<file path="src/rtl/mmio_monitor.sv">
// MMIO print/exit monitor: per-channel print FIFOs drained by a round-robin stream, plus a
// done/exit-code latch and a status map. Optional watchdog enabled by MMIO_MONITOR_TIMEOUT_EN.
module mmio_monitor #(
    parameter int unsigned           ADDR_WIDTH     = 32,
    parameter int unsigned           DATA_WIDTH     = 32,
    parameter int unsigned           NUM_CHANNELS   = 4,
    parameter int unsigned           FIFO_DEPTH     = 8,
    parameter logic [ADDR_WIDTH-1:0] BASE_ADDR      = 32'hFFFF_0000,
    parameter int unsigned           TIMEOUT_CYCLES = 10000,
    localparam int unsigned          CW = (NUM_CHANNELS > 1) ? $clog2(NUM_CHANNELS) : 1
) (
    input  logic                    clk,
    input  logic                    rst,
    input  logic                    memory_write_enable,
    input  logic                    memory_read_enable,
    input  logic [ADDR_WIDTH-1:0]   memory_address,
    input  logic [DATA_WIDTH-1:0]   memory_write_data,
    output logic [DATA_WIDTH-1:0]   memory_read_data,
    output logic                    out_valid,
    input  logic                    out_ready,
    output logic [CW-1:0]           out_channel,
    output logic [DATA_WIDTH-1:0]   out_data,
    output logic                    done,
    output logic [DATA_WIDTH-1:0]   exit_code,
    output logic                    timeout,
    output logic [NUM_CHANNELS-1:0] overflow
);

    localparam int unsigned PW = $clog2(FIFO_DEPTH);
    localparam int unsigned NW = PW + 1;

    logic [DATA_WIDTH-1:0]   mem_q  [NUM_CHANNELS][FIFO_DEPTH];
    logic [PW-1:0]           wptr_q [NUM_CHANNELS];
    logic [PW-1:0]           rptr_q [NUM_CHANNELS];
    logic [NW-1:0]           cnt_q  [NUM_CHANNELS];
    logic [NUM_CHANNELS-1:0] overflow_q, overflow_d;
    logic                    done_q;
    logic [DATA_WIDTH-1:0]   exit_code_q;
    logic [DATA_WIDTH-1:0]   rdata_q, rdata_d;
    logic [CW-1:0]           rr_ptr_q;
    logic [CW-1:0]           grant_q;
    logic                    lock_q;

    logic [ADDR_WIDTH-1:0]   offset;
    logic                    ch_wr, wr_done, wr_clr;
    logic [CW-1:0]           push_ch;
    logic [NUM_CHANNELS-1:0] nonempty, push_v, pop_v, full_v, acc_v, ovf_set;
    logic [NUM_CHANNELS-1:0] clr_mask;
    logic [CW:0]             cand;
    logic [CW-1:0]           pick, cur_ch;
    logic                    found, pop;
    logic [DATA_WIDTH-1:0]   status;

    assign offset  = memory_address - BASE_ADDR;
    assign ch_wr   = memory_write_enable && (offset < ADDR_WIDTH'(4 * NUM_CHANNELS))
                     && (offset[1:0] == 2'b00);
    assign push_ch = offset[CW+1:2];
    assign wr_done = memory_write_enable && (offset == ADDR_WIDTH'(32'h40));
    assign wr_clr  = memory_write_enable && (offset == ADDR_WIDTH'(32'h48));

    // Round-robin search starting at rr_ptr_q, which points one past the last granted channel.
    always_comb begin
        pick  = '0;
        found = 1'b0;
        cand  = '0;
        for (int i = 0; i < NUM_CHANNELS; i++) begin
            nonempty[i] = (cnt_q[i] != '0);
        end
        for (int k = 0; k < NUM_CHANNELS; k++) begin
            cand = {1'b0, rr_ptr_q} + (CW+1)'(k);
            if (cand >= (CW+1)'(NUM_CHANNELS)) begin
                cand = cand - (CW+1)'(NUM_CHANNELS);
            end
            if (!found && nonempty[cand[CW-1:0]]) begin
                found = 1'b1;
                pick  = cand[CW-1:0];
            end
        end
    end

    // Once presented and stalled, the grant is locked so channel/data hold until the handshake.
    assign cur_ch      = lock_q ? grant_q : pick;
    assign out_valid   = lock_q || found;
    assign out_channel = cur_ch;
    assign out_data    = out_valid ? mem_q[cur_ch][rptr_q[cur_ch]] : '0;
    assign pop         = out_valid && out_ready;

    always_comb begin
        for (int i = 0; i < NUM_CHANNELS; i++) begin
            push_v[i]  = ch_wr && (push_ch == CW'(i));
            pop_v[i]   = pop && (cur_ch == CW'(i));
            full_v[i]  = (cnt_q[i] == NW'(FIFO_DEPTH));
            acc_v[i]   = push_v[i] && (!full_v[i] || pop_v[i]);
            ovf_set[i] = push_v[i] && full_v[i] && !pop_v[i];
        end
        clr_mask   = wr_clr ? memory_write_data[NUM_CHANNELS-1:0] : '0;
        overflow_d = (overflow_q & ~clr_mask) | ovf_set;
    end

    always_comb begin
        status                 = '0;
        status[DATA_WIDTH-1]   = done_q;
        status[DATA_WIDTH-2]   = timeout;
        status[NUM_CHANNELS-1:0] = overflow_q;
        rdata_d                = rdata_q;
        if (memory_read_enable) begin
            if (offset == ADDR_WIDTH'(32'h44)) begin
                rdata_d = status;
            end else if (offset == ADDR_WIDTH'(32'h4C)) begin
                rdata_d = DATA_WIDTH'(nonempty);
            end else begin
                rdata_d = '0;
            end
        end
    end

    always_ff @(posedge clk) begin
        for (int i = 0; i < NUM_CHANNELS; i++) begin
            if (acc_v[i]) begin
                mem_q[i][wptr_q[i]] <= memory_write_data;
            end
        end
    end

    always_ff @(posedge clk) begin
        if (rst) begin
            for (int i = 0; i < NUM_CHANNELS; i++) begin
                wptr_q[i] <= '0;
                rptr_q[i] <= '0;
                cnt_q[i]  <= '0;
            end
            overflow_q  <= '0;
            done_q      <= 1'b0;
            exit_code_q <= '0;
            rdata_q     <= '0;
            rr_ptr_q    <= '0;
            grant_q     <= '0;
            lock_q      <= 1'b0;
        end else begin
            for (int i = 0; i < NUM_CHANNELS; i++) begin
                if (acc_v[i]) begin
                    wptr_q[i] <= wptr_q[i] + 1'b1;
                end
                if (pop_v[i]) begin
                    rptr_q[i] <= rptr_q[i] + 1'b1;
                end
                cnt_q[i] <= cnt_q[i] + NW'(acc_v[i]) - NW'(pop_v[i]);
            end
            overflow_q <= overflow_d;
            rdata_q    <= rdata_d;
            if (wr_done && !done_q) begin
                done_q      <= 1'b1;
                exit_code_q <= memory_write_data;
            end
            if (pop) begin
                lock_q   <= 1'b0;
                rr_ptr_q <= (cur_ch == CW'(NUM_CHANNELS - 1)) ? '0 : cur_ch + 1'b1;
            end else if (out_valid) begin
                lock_q  <= 1'b1;
                grant_q <= cur_ch;
            end
        end
    end

`ifdef MMIO_MONITOR_TIMEOUT_EN
    localparam int unsigned TW = $clog2(TIMEOUT_CYCLES + 1);

    logic [TW-1:0] wd_cnt_q;
    logic          timeout_q;

    always_ff @(posedge clk) begin
        if (rst) begin
            wd_cnt_q  <= '0;
            timeout_q <= 1'b0;
        end else if (!done_q && !timeout_q) begin
            wd_cnt_q <= wd_cnt_q + 1'b1;
            if (wd_cnt_q == TW'(TIMEOUT_CYCLES - 1)) begin
                timeout_q <= 1'b1;
            end
        end
    end

    assign timeout = timeout_q;
`else
    assign timeout = 1'b0;
`endif

    assign memory_read_data = rdata_q;
    assign done             = done_q;
    assign exit_code        = exit_code_q;
    assign overflow         = overflow_q;

endmodule

</file>
<file path="config.mk">
export PLATFORM = sky130hd
export DESIGN_NAME = mmio_monitor
export DESIGN_NICKNAME = d
export VERILOG_FILES = /design/src/rtl/mmio_monitor.sv
export SDC_FILE = /design/constraint.sdc
export NUM_CORES = 1
export LEC_CHECK = 0
export CAP_MARGIN = 10
export CORE_ASPECT_RATIO = 0.75
export CORE_UTILIZATION = 50
export CTS_CLUSTER_DIAMETER = 150
export CTS_CLUSTER_SIZE = 28
export DETAILED_ROUTE_END_ITERATION = 10
export PLACE_DENSITY_LB_ADDON = 0.15
export SYNTH_ARGS = -nofsm -noshare
export SYNTH_HDL_FRONTEND = slang
export SYNTH_SLANG_ARGS = --single-unit
</file>
<file path="constraint.sdc">
create_clock -name clk -period 7.1 [get_ports clk]
set_input_delay 1.775 -clock clk [delete_from_list [all_inputs] [get_ports clk]]
set_output_delay 1.775 -clock clk [all_outputs]
set_load 0.01 [all_outputs]
</file>
==> results of run 1 <==
==> cells by family after synthesis <==
family,Yosys count,share of synthesized area
other,1,0.0000832
xor gates and xnor gates,16,0.00311
adders and majority gates,35,0.0104
AOI/OAI and AO/OA,536,0.0790
and+or+nand+nor,1011,0.122
muxes,129,0.0295
DFF,1111,0.727
buffers and inverters,306,0.0290
==> sequential cells by signal, summed over array words and instances (netlist names) <==
name,flops
memory_read_data,5
exit_code,32
done,1
rptr_q,12
mem_q,1024
cnt_q,16
overflow,4
lock_q,1
rr_ptr_q,2
wptr_q,12
grant_q,2
==> power by group through the flow <==
| stage | combinational, mW | clock (mW) | sequential [mW] |
|---|---|---|---|
| 2_1_floorplan | 7.36 | 0 | 7.42 |
| 3_3_place_gp | 12.4 | 0 | 7.46 |
| 3_5_place_dp | 12.6 | 0 | 7.47 |
| 4_1_cts | 12.6 | 3.20 | 7.32 |
| 5_1_grt | 13.7 | 3.41 | 7.33 |
| 6_report | 12.9 | 3.15 | 7.32 |
==> layout by cell type (no fill, tap or decap), drive strengths merged, types with 12 or more instances in the layout <==
cell           instances
a21oi                119
nand3                167
nand2                418
conb                  28
nor2                  52
nand3b                31
o2111ai               31
o211a                 33
nor3b                 16
nand2b                22
o22ai                 63
inv                   41
dfxtp                 63
clkbuf                64
mux2                  32
nand4                 40
ha                    31
buf                  135
and4                 194
edfxtp              1048
o31a                  31
mux2i                 97
a31oi                222
clkdlybuf4s50        144
nor3                  28
xnor2                 12
==> worst max-delay path, stage by stage (launching register included) <==
cell	delay (ps)
dfxtp_1	320
inv_1	100
ha_1	170
or3b_4	400
or4_1	430
a211oi_2	280
a211o_4	250
inv_4	200
a221o_4	460
and2_2	220
and2_1	170
buf_4	270
a31oi_1	350
o211a_1	250
clkdlybuf4s50_1	550
==> metal layers <==
metal  routed length, um  up-vias  part of all wire
met5                   0        -                 0
met4                2850        0             0.023
met3                9460      157             0.078
met2               57800     1131              0.47
met1               51900    14200              0.43
li1                    -    12300                 -
==> through the flow <==
| stage | instance area, um^2 | hold WS (ps) | cells |
|---|---|---|---|
| 6_report | 49900 | 460 | 4453 |
| 2_1_floorplan | 45200 | 436 | 3172 |
| 5_1_grt | 49900 | 483 | 4452 |
| 3_5_place_dp | 48400 | 447 | 4379 |
| 3_3_place_gp | 48300 | 443 | 4376 |
| 4_1_cts | 49700 | 459 | 4445 |
==> what timing repair did <==
item,4_1_cts,5_1_grt
setup endpoints to repair,32,31
pin swaps,0,2
setup buffers,1,3
gates resized for setup,2,17
==> how the worst min path moves through the flow <==
stage | slack [ps] | to | startpoint
finish | 460 | exit_code[6]$_SDFFE_PP0P_ | exit_code[6]$_SDFFE_PP0P_
global route | 480 | exit_code[14]$_SDFFE_PP0P_ | exit_code[14]$_SDFFE_PP0P_
CTS | 460 | exit_code[3]$_SDFFE_PP0P_ | exit_code[3]$_SDFFE_PP0P_
detailed placement | 450 | exit_code[3]$_SDFFE_PP0P_ | exit_code[3]$_SDFFE_PP0P_
global placement | 440 | exit_code[0]$_SDFFE_PP0P_ | exit_code[0]$_SDFFE_PP0P_
floorplan | 440 | rr_ptr_q[1]$_SDFFE_PP0P_ | rr_ptr_q[1]$_SDFFE_PP0P_
==> layout make-up <==
class                      count  area (um^2)
fill                        7050        38600
timing repair buffer         280         2720
inverter                      41          160
clock inverter                 2         20.0
clock buffer                  63         1240
multi-input combinational   1755        11500
tap                         1200         1500
antenna                        1         2.50
sequential                  1111        32700
==> metrics.csv, run 1 <==
stage,metric,value,unit
global_routing,initial antenna violation count,0,
finish,post-layout util,0.564,
timing,Final Max Tran Viols,0,
timing,fmax,145,MHz
clock_network,CTS H-tree depth,2,
yosys,"Seq/Total Area, Yosys",0.727,
detailed_routing,DRC viols,0,
die,I/O Pins,174,
critical_path,crit path from,cnt_q[0][2]$_SDFF_PP0_,
yosys,Mapped Avg Cell Area,14.3,um^2
critical_path,Critical Path Fanout Max,29,
power,sw frac,0.441,
power,peak supply drop,0.857,mV
yosys,most frequent cell after synthesis,edfxtp_1,
power,Psw,10.3,mW
critical_path,Worst R2R Path Depth,16,
critical_path,CP Launch Type,flip-flop,
global_routing,Most Crowded Layer GR,met2,
detailed_routing,drt first pass iters,6,
global_routing,first-pass GRT wire length,179000,um
die,Initial Util,0.509,
clock_network,TritonCTS clock tree,done,
global_routing,vias in the first global route,27100,
job,Max Cap Viol,0,
yosys,"area leader, netlist",edfxtp_1,
detailed_routing,via count,27800,
finish,synthesis-to-layout area growth,10.7,%
die,Die Wd,349,um
detailed_routing,Iteration-0 DRC Markers,3340,
finish,share of layout cells above drive strength 1,0.0907,
timing,Least-Margin Pin Slew,1300,ps
power,sequential share of power,0.314,
detailed_routing,Vias/cell,6.24,
timing,Fin. Hold Viols,0,
critical_path,kind of critical path,flip-flop to output port,
finish,Total Nets Final,3338,
timing,Fin Setup TNS,0,ps
critical_path,Setup crit end,out_data[25],
critical_path,reg2reg end,mem_q[3][37]$_DFFE_PP_,
critical_path,CP Data Required Time,5330,ps
timing,max_slew headroom,0.132,
critical_path,Crit. End Element,output port,
run_status,status,"complete, no violations",
global_routing,largest net degree at the start of global routing,116,
power,Internal Pwr Total,13.0,mW
global_routing,met1 Use GR,0.378,
yosys,Post-Syn Area,0.0451,mm^2
critical_path,worst r2r src,cnt_q[2][2]$_SDFF_PP0_,
hold_path,Min-Delay Path Class,flip-flop to flip-flop,
place,Place WS,468,ps
global_routing,grt ovf,0,
power,Clk pwr share,0.135,
yosys,number of synthesized flops with an enable pin,1048,
timing,final setup violation count,0,
power,Leakage Power,16.3,nW
yosys,commonest register cell after synthesis,edfxtp_1,
place,port buffer count,145,
clock_network,Num CTS Buffers,45,
die,Die H,262,um
place,dpl hpwl,72800,um
power,Power Dens Cells,468,mW/mm^2
global_routing,gr usage total,0.266,
yosys,Synth Register Bits,1111,
timing,fin crit share,0.972,
clock_network,clock latency on the worst-skew pair,660,ps
yosys,share of the synthesized area in the top cell type,0.699,
clock_network,Bufs on Longest Clock Path,3,
die,die area,0.0913,mm^2
global_routing,GR Util met3,0.0414,
die,cell row count,94,
power,Final Power,23.3,mW
clock_network,Root Driver,clkbuf_16,
detailed_routing,WL per Instance,27.4,um
yosys,Synthesis Warnings,0,
clock_network,Clock transition at path regs,120,ps
global_routing,met2 Use GR,0.433,
critical_path,arrival time worst endpoint,5130,ps
power,power share of the combinational group,0.551,
detailed_routing,Routed WL,122000,um
yosys,top post-synthesis cells by area,"edfxtp_1, and4_1, nand2_1",
timing,clk_skew,36.0,ps
place,final RePlAce weighted congestion,0.834,
yosys,Mapped Cells,3145,
yosys,Yosys cell types,70,
clock_network,# clock sinks,1111,
hold_path,Worst Hold Path Cells,2,
timing,unrepaired setup endpoints after global routing,yes,
timing,final worst setup slack,198,ps
detailed_routing,post-route ant nets,0,
clock_network,cts hold-fix bufs,0,
critical_path,R2R Setup Slk,1620,ps
die,core area,0.0884,mm^2
yosys,Commonest cells post-synth,"edfxtp_1, nand2_1, a31oi_1, and4_1, clkbuf_1",
timing,"Min Clock Period, post-route",6900,ps
yosys,asr flop ratio synth,0,
Note: power is estimated with default switching activity, not from simulation.
==> run 2: changes to the inputs <==
--- a/config.mk
+++ b/config.mk
@@ -6,7 +6,7 @@
 export NUM_CORES = 1
 export LEC_CHECK = 0
 export CAP_MARGIN = 10
-export CORE_ASPECT_RATIO = 0.75
+export CORE_ASPECT_RATIO = 1.4
 export CORE_UTILIZATION = 50
 export CTS_CLUSTER_DIAMETER = 150
 export CTS_CLUSTER_SIZE = 28
==> metrics.csv, run 2 (synthesis gave the netlist of run 1 again) <==
stage,metric,value,unit,change
run_status,status,"complete, no violations",,unchanged
place,port buffer count,145,,unchanged
hold_path,Min-Delay Path Class,flip-flop to flip-flop,,unchanged
die,Initial Util,0.507,,was 0.509
die,die area,0.0913,mm^2,about the same
detailed_routing,Vias/cell,6.35,,was 6.24
detailed_routing,DRC viols,0,,unchanged
critical_path,R2R Setup Slk,1900,ps,was 1620 ps
clock_network,Clock transition at path regs,110,ps,was 120 ps
global_routing,initial antenna violation count,1,,was 0
finish,Total Nets Final,3322,,"was 3,338"
finish,n_diodes,0,,was 1
clock_network,TritonCTS clock tree,done,,unchanged
critical_path,CP most frequent cell,and2_2,,
die,Die Wd,256,um,was 349 um
detailed_routing,drt first pass iters,6,,unchanged
hold_path,Worst Hold Path Cells,2,,unchanged
die,Die H,357,um,was 262 um
finish,max reg flops,1024,,unchanged
global_routing,largest net degree at the start of global routing,165,,was 116
power,peak supply drop,0.920,mV,was 0.857 mV
critical_path,worst r2r src,cnt_q[0][2]$_SDFF_PP0_,,was cnt_q[2][2]$_SDFF_PP0_
detailed_routing,post-route ant nets,0,,unchanged
critical_path,Worst path max stage delay,580,ps,was 550 ps
clock_network,Num CTS Buffers,45,,unchanged
die,I/O Pins,174,,unchanged
clock_network,# resized after CTS,18,,was 2
global_routing,vias in the first global route,27900,,"was 27,100"
clock_network,Bufs on Longest Clock Path,3,,unchanged
critical_path,Critical Path Fanout Max,20,,was 29
timing,fmax,144,MHz,was 145 MHz
timing,fin crit share,0.979,,was 0.972
critical_path,CP Data Required Time,5330,ps,about the same
power,Final Power,23.9,mW,was 23.3 mW
hold_path,HP Start,exit_code[14]$_SDFFE_PP0P_,,was exit_code[6]$_SDFFE_PP0P_
critical_path,Worst R2R Path Depth,17,,was 16
clock_network,cts hold-fix bufs,0,,unchanged
finish,synthesis-to-layout area growth,10.5,%,was 10.7%
place,dpl hpwl,73700,um,"was 72,800 um"
critical_path,Crit-path slowest cell,clkdlybuf4s50_1,,unchanged
place,Place WS,283,ps,was 468 ps
place,final RePlAce weighted congestion,0.871,,was 0.834
timing,unrepaired setup endpoints after global routing,no,,was yes
critical_path,reg2reg end,mem_q[3][10]$_DFFE_PP_,,was mem_q[3][37]$_DFFE_PP_
global_routing,grt ovf,0,,unchanged
timing,Fin. Hold Viols,0,,unchanged
finish,most common library cell in the layout ignoring fill and taps,edfxtp_1,,unchanged
finish,Fillers,7029,,"was 7,050"
critical_path,Crit. End Element,output port,,unchanged
clock_network,Root Driver,clkbuf_16,,unchanged
timing,final worst setup slack,149,ps,was 198 ps
power,Power Dens Cells,481,mW/mm^2,was 468 mW/mm^2
critical_path,worst-path cell chain,inv_1 -> ha_1 -> or3b_1 -> o22ai_1 -> a2111oi_2 -> buf_4 -> a21boi_4 -> inv_4 -> a221o_4 -> and2_2 -> and2_2 -> buf_6 -> a31oi_2 -> o211a_1 -> clkdlybuf4s50_1,,was inv_1 -> ha_1 -> or3b_4 -> or4_1 -> a211oi_2 -> a211o_4 -> inv_4 -> a221o_4 -> and2_2 -> and2_1 -> buf_4 -> a31oi_1 -> o211a_1 -> clkdlybuf4s50_1
clock_network,# Post-CTS Setup Buffers,0,,was 1
hold_path,Worst Hold End,exit_code[14]$_SDFFE_PP0P_,,was exit_code[6]$_SDFFE_PP0P_
global_routing,first-pass GRT wire length,186000,um,"was 179,000 um"
finish,post-layout util,0.561,,was 0.564
timing,max_slew headroom,0.179,,was 0.132
global_routing,gr usage total,0.277,,was 0.266
timing,Least-Margin Pin Slew,1230,ps,was 1300 ps
timing,Fin Setup TNS,0,ps,unchanged
clock_network,clock latency on the worst-skew pair,650,ps,was 660 ps
clock_network,CTS H-tree depth,2,,unchanged
clock_network,# clock sinks,1111,,unchanged
detailed_routing,Iteration-0 DRC Markers,2722,,"was 3,340"
timing,clk_skew,19.9,ps,was 36.0 ps
finish,"commonest non-fill, non-tap cells in the layout","edfxtp_1, nand2_1, a31oi_1",,unchanged
critical_path,arrival time worst endpoint,5180,ps,was 5130 ps
die,cell row count,129,,was 94
detailed_routing,Routed WL,127000,um,"was 122,000 um"
timing,"Min Clock Period, post-route",6950,ps,was 6900 ps
finish,register area,0.0327,mm^2,unchanged
timing,Final Max Tran Viols,0,,unchanged
job,Max Cap Viol,0,,unchanged
detailed_routing,via count,28100,,"was 27,800"
finish,multi-input logic area,0.0116,mm^2,was 0.0115 mm^2
timing,final setup violation count,0,,unchanged
power,Leakage Power,16.2,nW,was 16.3 nW
finish,share of layout cells above drive strength 1,0.0884,,was 0.0907
critical_path,CP Launch Type,flip-flop,,unchanged
critical_path,kind of critical path,flip-flop to output port,,unchanged
detailed_routing,WL per Instance,28.8,um,was 27.4 um
die,core area,0.0888,mm^2,was 0.0884 mm^2
==> run 2: cell types whose count changed in the layout (fill, tap and decap cells not counted), moves of 4 or more <==
cell      before  now
buf_12         9   13
buf_4        111   99
a31oi_1      220  209
clkbuf_1      16   26
a31oi_2        2   13
==> run 2: how the worst max path moves through the flow <==
stage,from,endpoint,slack [ps]
floorplan,cnt_q[0][2]$_SDFF_PP0_,mem_q[3][100]$_DFFE_PP_,700
global placement,cnt_q[2][2]$_SDFF_PP0_,out_data[21],390
detailed placement,cnt_q[2][2]$_SDFF_PP0_,out_data[21],280
CTS,cnt_q[2][2]$_SDFF_PP0_,out_data[24],30
global route,cnt_q[0][2]$_SDFF_PP0_,out_data[6],10
finish,cnt_q[1][2]$_SDFF_PP0_,out_data[18],150
==> run 2: critical path, delay by kind of cell (launching register included) <==
family | cells | cell delay (ps)
AO/OA/AOI/OAI | 6 | 1790
buffers and inverters | 5 | 1300
AND/OR/NAND/NOR | 3 | 940
flip-flops | 1 | 310
adder cells (fa/ha/maj) | 1 | 170
==> run 2: stage by stage <==
stage	cell area, um^2	std cells	hold slack [ps]
3_5_place_dp	48300	4350	445
2_1_floorplan	45200	3172	436
3_3_place_gp	48300	4350	437
6_report	49800	4425	456
5_1_grt	49800	4425	485
4_1_cts	49700	4425	459
==> run 2: cell type report <==
cell class | instances | area share
tap | 1179 | 0.0296
timing repair buffer | 264 | 0.0513
clock buffer | 73 | 0.0256
clock inverter | 2 | 0.000402
multi-input combinational | 1755 | 0.232
sequential | 1111 | 0.658
inverter | 41 | 0.00322
==> run 2: where the power goes <==
group | internal (mW) | switching (mW)
Combinational | 4.63 | 8.81
Sequential | 7.23 | 0.0824
Clock | 1.26 | 1.93
==> run 2: layer usage <==
layer	GRT usage	vias to the layer above	routed length (um)
li1	-	12300	-
met3	0.0334	209	7520
met5	0	-	11
met1	0.341	14500	48700
met2	0.492	1131	65600
met4	0.117	2	5570
==> run 3: changes to the inputs <==
==> constraint.sdc (replaced) <==
create_clock -name clk -period 5.6 [get_ports clk]
set_input_delay 1.4 -clock clk [delete_from_list [all_inputs] [get_ports clk]]
set_output_delay 1.4 -clock clk [all_outputs]
set_load 0.01 [all_outputs]
==> metrics.csv, run 3 (synthesis gave the netlist of run 1 again) <==
stage,metric,value,unit,change
global_routing,grt ovf,0,,unchanged
detailed_routing,via count,29600,,"was 28,100"
finish,max reg flops,1024,,unchanged
critical_path,worst-path cell chain,inv_2 -> ha_4 -> or3b_4 -> o22ai_4 -> a2111oi_4 -> buf_4 -> a21boi_4 -> clkinv_4 -> a221o_4 -> buf_6 -> a221oi_4 -> buf_12 -> buf_6 -> buf_6 -> o31a_1 -> a31oi_4 -> o211a_1 -> buf_6,,was inv_1 -> ha_1 -> or3b_1 -> o22ai_1 -> a2111oi_2 -> buf_4 -> a21boi_4 -> inv_4 -> a221o_4 -> and2_2 -> and2_2 -> buf_6 -> a31oi_2 -> o211a_1 -> clkdlybuf4s50_1
clock_network,cts hold-fix bufs,0,,unchanged
finish,multi-input logic area,0.0126,mm^2,was 0.0116 mm^2
timing,Fin. Hold Viols,0,,unchanged
clock_network,CTS H-tree depth,2,,unchanged
detailed_routing,Routed WL,139000,um,"was 127,000 um"
critical_path,arrival time worst endpoint,4430,ps,was 5180 ps
finish,Total Nets Final,3476,,"was 3,322"
timing,Final Max Tran Viols,0,,unchanged
run_status,status,"finished, violations left",,"was complete, no violations"
critical_path,CP most frequent cell,buf_6,,was and2_2
timing,max_slew headroom,0.0327,,was 0.179
timing,final setup violation count,32,,was 0
detailed_routing,post-route ant nets,0,,unchanged
global_routing,first-pass GRT wire length,196000,um,"was 186,000 um"
detailed_routing,DRC viols,0,,unchanged
clock_network,# clock sinks,1111,,unchanged
timing,final worst setup slack,-233,ps,was 149 ps
detailed_routing,Iteration-0 DRC Markers,3376,,"was 2,722"
finish,synthesis-to-layout area growth,18.0,%,was 10.5%
global_routing,vias in the first global route,29300,,"was 27,900"
critical_path,Crit. End Element,output port,,unchanged
place,cell area after placement,0.0494,mm^2,was 0.0483 mm^2
die,Initial Util,0.507,,unchanged
global_routing,gr usage total,0.293,,was 0.277
global_routing,initial antenna violation count,2,,was 1
timing,Least-Margin Pin Slew,1450,ps,was 1230 ps
run_status,failing checks,negative setup slack,,
finish,share of layout cells above drive strength 1,0.173,,was 0.0884
critical_path,kind of critical path,flip-flop to output port,,unchanged
place,port buffer count,145,,unchanged
detailed_routing,Vias/cell,6.46,,was 6.35
critical_path,CP Data Required Time,4200,ps,was 5330 ps
clock_network,Root Driver,clkbuf_16,,unchanged
timing,"Min Clock Period, post-route",5830,ps,
clock_network,Clock transition at path regs,110,ps,about the same
timing,clk_skew,29.8,ps,was 19.9 ps
die,I/O Pins,174,,unchanged
finish,fin area,0.0532,mm^2,was 0.0498 mm^2
finish,"commonest non-fill, non-tap cells in the layout","edfxtp_1, nand2_1, and4_1",,"was edfxtp_1, nand2_1, a31oi_1"
timing,unrepaired setup endpoints after global routing,yes,,was no
die,core area,0.0888,mm^2,unchanged
place,final RePlAce weighted congestion,0.844,,was 0.871
hold_path,Min-Delay Path Class,flip-flop to flip-flop,,unchanged
critical_path,CP Launch Type,flip-flop,,unchanged
timing,fin crit share,1.04,,
clock_network,Bufs on Longest Clock Path,3,,unchanged
finish,Final Non-Filler Cells,4575,,"was 4,425"
critical_path,Worst path max stage delay,520,ps,was 580 ps
finish,most common library cell in the layout ignoring fill and taps,edfxtp_1,,unchanged
job,Max Cap Viol,0,,unchanged
critical_path,Critical Path Fanout Max,7,,was 20
critical_path,Crit-path slowest cell,a221o_4,,was clkdlybuf4s50_1
critical_path,R2R Setup Slk,570,ps,was 1900 ps
timing,fmax,171,MHz,
finish,Fillers,6654,,"was 7,029"
global_routing,largest net degree at the start of global routing,93,,was 165
detailed_routing,drt first pass iters,5,,was 6
place,dpl cells,4419,,"was 4,350"
clock_network,TritonCTS clock tree,done,,unchanged
clock_network,clock latency on the worst-skew pair,660,ps,was 650 ps
detailed_routing,WL per Instance,30.3,um,was 28.8 um
finish,register area,0.0327,mm^2,about the same
place,dpl hpwl,75700,um,"was 73,700 um"
clock_network,Num CTS Buffers,45,,unchanged
die,die area,0.0913,mm^2,unchanged
die,Die H,357,um,unchanged
die,Die Wd,256,um,unchanged
die,cell row count,129,,unchanged
[run 3: cell count changes in the layout (fill, tap and decap cells not counted), sizes merged]
cell,delta
buf,+173
bufbuf,+2
clkbuf,+7
clkdlybuf4s15,+1
clkdlybuf4s50,-34
clkinv,+1
diode,+2
inv,-2
[run 3: final timing paths]
path / cells after the start / end / start
max: 18 / out_data[25] / cnt_q[1][2]$_SDFF_PP0_
min reg2reg: 2 / exit_code[22]$_SDFFE_PP0P_ / exit_code[22]$_SDFFE_PP0P_
max reg2reg: 20 / mem_q[3][8]$_DFFE_PP_ / cnt_q[2][2]$_SDFF_PP0_
min: 2 / exit_code[22]$_SDFFE_PP0P_ / exit_code[22]$_SDFFE_PP0P_
[run 3: metrics by stage]
step                       util  worst slack [ps]  TNS, ps  hold WS, ps
after floorplan               -              -644   -73830          436
final                     0.599              -233    -4940          458
after global placement    0.556              -309    -1170          437
after detailed placement  0.556              -333    -2030          445
after CTS                 0.587              -203    -4180          460
after global routing      0.599              -369    -8810          486
[run 3: repair_timing]
item,in CTS,in global routing
setup buffers,46,23
pin swaps,66,69
cloned,15,13
resized for setup,306,103
setup endpoints to repair,32,32
[run 3: worst max-delay path, delay by kind of cell, from the launching register on]
kind	cells	cell delay (ps)
compound gates	8	1820
flops	1	330
buf+inv	8	1090
simple gates	1	400
fa+ha+maj	1	130
[run 3: final cells by class]
| type | count | area share |
|---|---|---|
| multi-input cells | 1755 | 0.237 |
| flip-flops and latches | 1111 | 0.616 |
| well taps | 1179 | 0.0278 |
| diodes | 2 | 0.0000942 |
| repair buffers | 418 | 0.0929 |
| clock inverters | 1 | 0.000212 |
| clock buffers | 68 | 0.0228 |
| inverters | 41 | 0.00315 |
[run 3: metal layers]
metal	track usage	vias to the layer above	wire, um
met1	0.361	15100	51300
met4	0.148	0	7290
met3	0.0381	311	10300
met2	0.510	1497	69600
li1	-	12600	-
met5	0	-	0
Power of run 3 is not shown: default switching activity piles up to over one toggle a cycle in this logic, so the estimate is an artifact.
